--- config.mk ---
export PLATFORM = sky130hd
export DESIGN_NAME = bin2bcd
export DESIGN_NICKNAME = d
export VERILOG_FILES = /design/src/rtl/bin2bcd_pkg.sv /design/src/rtl/bin2bcd_step.sv /design/src/rtl/bin2bcd.sv
export SDC_FILE = /design/constraint.sdc
export NUM_CORES = 1
export LEC_CHECK = 0
export BUFFER_PORTS_ARGS = -buffer_cell sky130_fd_sc_hd__buf_4
export CAP_MARGIN = 25
export CELL_PAD_IN_SITES_DETAIL_PLACEMENT = 2
export CELL_PAD_IN_SITES_GLOBAL_PLACEMENT = 2
export CORE_ASPECT_RATIO = 1.4
export CORE_UTILIZATION = 41
export DETAILED_ROUTE_END_ITERATION = 7
export PLACE_DENSITY_LB_ADDON = 0.1
export SETUP_SLACK_MARGIN = 0.4
export SLEW_MARGIN = 5
export SYNTH_ARGS = -nofsm -noshare
export SYNTH_HDL_FRONTEND = slang
export SYNTH_SLANG_ARGS = --single-unit
--- constraint.sdc ---
create_clock -name clk -period 61.1 [get_ports clk]
set_input_delay 9.165 -clock clk [delete_from_list [all_inputs] [get_ports clk]]
set_output_delay 9.165 -clock clk [all_outputs]
set_load 0.1 [all_outputs]
--- src/rtl/bin2bcd_pkg.sv ---
// Shared constants and helpers for the 32-bit binary to 10-digit BCD converter.
// Build option: BIN2BCD_PIPE_EN selects the 4-stage pipelined datapath.
package bin2bcd_pkg;

   localparam int BIN_W           = 32;
   localparam int DIGITS          = 10;
   localparam int BCD_W           = 40;
   localparam int STEPS_PER_STAGE = 8;
   localparam int VEC_W           = BCD_W + BIN_W;

`ifdef BIN2BCD_PIPE_EN
   localparam int NUM_STAGES = BIN_W / STEPS_PER_STAGE;
`else
   localparam int NUM_STAGES = 1;
`endif

   // Input register plus one register per extra stage; the output register
   // closes the last stage, so latency equals the stage count.
   localparam int LATENCY = NUM_STAGES;

   typedef logic [3:0] bcd_digit_t;

   // Double-dabble correction applied to each digit before a shift.
   function automatic bcd_digit_t add3(input bcd_digit_t d);
      return (d >= 4'd5) ? bcd_digit_t'(d + 4'd3) : d;
   endfunction

endpackage

--- src/rtl/bin2bcd_step.sv ---
// One double-dabble step on the combined {bcd, binary} vector:
// correct every BCD digit >= 5 by +3, then shift the whole vector left by one.
// Build option: none (shared by both BIN2BCD_PIPE_EN builds).
module bin2bcd_step
   import bin2bcd_pkg::*;
(
   input  logic [VEC_W-1:0] vec_in,
   output logic [VEC_W-1:0] vec_out
);

   logic [VEC_W-1:0] adj;
   logic             unused_msb;

   // Add-3 correction of each BCD digit, binary part untouched.
   always_comb begin
      adj = vec_in;
      for (int d = 0; d < DIGITS; d++) begin
         adj[BIN_W + 4*d +: 4] = add3(vec_in[BIN_W + 4*d +: 4]);
      end
   end

   // The top bit never carries a one for 32-bit inputs (max MSD is 4).
   assign {unused_msb, vec_out} = {adj, 1'b0};

endmodule

--- src/rtl/bin2bcd.sv ---
// 32-bit unsigned binary to 10-digit packed BCD converter (double dabble).
// Build option: BIN2BCD_PIPE_EN inserts a register every 8 steps (latency 4);
// without it all 32 steps are combinational between input and output
// registers (latency 1). Throughput is one conversion per cycle either way.
module bin2bcd
   import bin2bcd_pkg::*;
(
   input  logic             clk,
   input  logic             rst,
   input  logic             in_valid,
   input  logic [BIN_W-1:0] in,
   output logic             out_valid,
   output logic [BCD_W-1:0] bcd
);

   logic [VEC_W-1:0]      stage_q [NUM_STAGES];
   logic [NUM_STAGES-1:0] stage_vld;
   logic [VEC_W-1:0]      chain_in  [BIN_W];
   logic [VEC_W-1:0]      chain_out [BIN_W];
   logic                  unused_bits;

   // 32 chained steps; a stage register feeds the first step of each stage.
   for (genvar s = 0; s < BIN_W; s++) begin : g_step
      if ((s % STEPS_PER_STAGE) == 0 && (s / STEPS_PER_STAGE) < NUM_STAGES) begin : g_reg_in
         assign chain_in[s] = stage_q[s / STEPS_PER_STAGE];
      end else begin : g_comb_in
         assign chain_in[s] = chain_out[s-1];
      end
      bin2bcd_step u_step (
         .vec_in  (chain_in[s]),
         .vec_out (chain_out[s])
      );
   end

   // Binary half is fully shifted out after the last step.
   assign unused_bits = ^chain_out[BIN_W-1][BIN_W-1:0];

   // Input capture and inter-stage registers, each stage with its own valid.
   always_ff @(posedge clk) begin
      if (rst) begin
         stage_vld <= '0;
         for (int k = 0; k < NUM_STAGES; k++) begin
            stage_q[k] <= '0;
         end
      end else begin
         stage_vld[0] <= in_valid;
         if (in_valid) begin
            stage_q[0] <= {{BCD_W{1'b0}}, in};
         end
         for (int k = 1; k < NUM_STAGES; k++) begin
            stage_vld[k] <= stage_vld[k-1];
            if (stage_vld[k-1]) begin
               stage_q[k] <= chain_out[k*STEPS_PER_STAGE - 1];
            end
         end
      end
   end

   // Output register: loads only on a valid result so bcd holds in between.
   always_ff @(posedge clk) begin
      if (rst) begin
         out_valid <= 1'b0;
         bcd       <= '0;
      end else begin
         out_valid <= stage_vld[NUM_STAGES-1];
         if (stage_vld[NUM_STAGES-1]) begin
            bcd <= chain_out[BIN_W-1][VEC_W-1:BIN_W];
         end
      end
   end

endmodule

==> flow_metrics.tcl <==
set metrics [dict create \
    final_area_sq_um 26500 \
    yosys.area_share.simple_pct 25.7 \
    max_slew.worst_pin.slew_ns 1.04 \
    synthAdderAreaFrac_pct 6.75 \
    crit-reg2reg-launch "stage_q[0][29]$_SDFFCE_PN0P_" \
    dp_cells 4324 \
    die_h_um 295 \
    max_freq_mhz 34.1 \
    layout_commonest_cell "nor2_1" \
    async_reset_ff_share_pct 0 \
    fillCellCount 7451 \
    htreeDepth 3 \
    drt_iter0_drc 766 \
    cts_hold_buf 0 \
    ys_types 163 \
    skew_ns 0.0217 \
    ys_seq_elements 74 \
    drc 0 \
    worst_hold_path_type "reg -> reg" \
    syn_to_final_growth_pct 5.34 \
    crit_path_frequent_cell "ha_1" \
    seq_area_sq_um 1800 \
    critPathKind "reg -> reg" \
    antenna_found_initial 0 \
    grt.overflow.total 0 \
    grtUsageTotal_pct 26.4 \
    grt_max_degree 66 \
    hold_viol 0 \
    yosys.area_share.xor_xnor_pct 5.33 \
    cts.clk_slew.worst_paths_ns 0.08 \
    clockBufferDepth 2 \
    period_share_pct 47.9 \
    cp.required_ns 61.40 \
    grt_pass1_vias 30200 \
    synth_edf_count 32 \
    cap_violations 0 \
    cts_tree "done" \
    antenna_left 0 \
    maxSlewHeadroom_pct 30.5 \
    fp-row-count 107 \
    cts-root-buf "clkbuf_16" \
    cts_buffers 9 \
    startpoint "stage_q[0][29]$_SDFFCE_PN0P_" \
    syn_nets 3710 \
    cp_max_fo 13 \
    hpwl_um 68800 \
    cp.arrival_ns 29.59 \
    final_cell_count_no_fill 4340 \
    cp-end-kind "flop" \
    io_buffer_count 75 \
    finalSetupViolations 0 \
    post_cts_buffers 0 \
    slowest_delay_ns 0.68 \
    placed_area_sq_um 26300 \
    core_sq_um 60800 \
    gp_congestion 0.860 \
    status "completed" \
    cpMaxStageDelayCell "o41ai_1" \
    viasPerCell 6.38 \
    period_needed_ns 29.29 \
    dieArea_sq_um 62500 \
    met2_usage_pct 56.6 \
    cts_resized 0 \
    routed_wl_um 84500 \
    routedWlPerCell_um 19.5 \
    fin_util_pct 43.7 \
    syn_avg_cell_area_sq_um 7.12 \
    grt_busiest_layer "met2" \
    io_pins 76 \
    start_kind "flop" \
    synth_top_flop_cell "dfxtp_1" \
    grt_use_met3_pct 1.77 \
    final_cell_mix "326 x nor2_1, 270 x nand2_1, 242 x a21oi_1" \
    floorplan.die.width_um 212 \
    synth_area_sq_um 25200 \
    setup_tns_ns 0 \
    cts_num_sinks 74 \
    synth_compound_area_share_pct 40.9 \
    nNetsFinal 3689 \
    use_met1_pct 26.0 \
    layout-drive-gt1-share_pct 12.7 \
    start_util_pct 41.5 \
    slew_violations 0 \
    yosysWarnings 0 \
    rsz0062_at_grt "false" \
    route.vias.total 27700 \
    min_from "bcd[4]$_SDFFE_PP0P_" \
    synthMuxAreaShare_pct 7.67 \
    num_antenna_cells 0 \
    grt_pass1_wl_um 143000 \
    ys_seq_area_share_pct 7.15 \
    clk_latency_ns 0.39 \
    first_pass_iters 4 \
    synthCells 3539 \
    synth_top_family_by_area "compound AO/OA/AOI/OAI gates" \
    multiInputGateArea_sq_um 21700 \
]
cell type report:
class	instances	share of cell area, %
multi-input cells	3073	81.9
flip-flops and latches	74	6.79
inverters	271	3.85
well taps	817	3.85
repair buffers	89	2.52
clock buffers	10	0.900
clock inverters	6	0.189
final timing paths:
kind,to,slack [ns],cells after the start
setup / recovery,bcd[37]$_SDFFE_PP0P_,31.81,122
hold / removal,bcd[4]$_SDFFE_PP0P_,0.48,2
setup reg to reg,bcd[37]$_SDFFE_PP0P_,31.81,122
hold reg to reg,bcd[4]$_SDFFE_PP0P_,0.48,2
synth_stat cells, drive strengths merged, types with 80 or more instances:
library cell | count | area, sq um
inv | 261 | 985
nor3 | 114 | 626
a21oi | 254 | 1330
and2 | 80 | 515
xnor2 | 89 | 963
mux2i | 121 | 1320
nand2 | 276 | 1060
o21ai | 249 | 1320
nand3 | 117 | 591
ha | 136 | 1700
o211ai | 103 | 803
nor2 | 333 | 1270
logic make-up after synthesis:
kind of cell    count (synthesis)
compound gates               1381
mux                           175
simple gates                 1261
xor+xnor                      120
fa+ha+maj                     136
buf+inv                       392
flops                          74
sequential cells by signal (all words and copies together) (netlist names):
name / count
bcd: 40
stage_q: 32
out_valid: 1
stage_vld: 1
metal layers:
layer,wire (um),up-vias,part of all wire (%)
met5,0,-,0
met4,2030,0,2.4
met3,1040,134,1.2
met2,48400,280,57
met1,33100,13800,39
li1,-,13500,-
per-stage QoR:
stage	hold slack [ns]	setup WS, ns
6_report	0.480	31.81
5_1_grt	0.501	29.49
2_1_floorplan	0.457	37.05
3_5_place_dp	0.475	32.06
3_3_place_gp	0.458	34.07
4_1_cts	0.489	31.90
critical path: cells and delay by family (launching register included):
| family | cells | cell delay [ns] |
|---|---|---|
| xor gates and xnor gates | 13 | 4.12 |
| AOI/OAI and AO/OA | 44 | 10.99 |
| adders and majority gates | 23 | 6.07 |
| muxes | 5 | 1.53 |
| buffers and inverters | 14 | 1.42 |
| DFF | 1 | 0.52 |
| and+or+nand+nor | 23 | 4.55 |
Power is left out: the tool's default activity adds up to more than one toggle a clock period on the data nets, which glitch-free logic cannot reach.
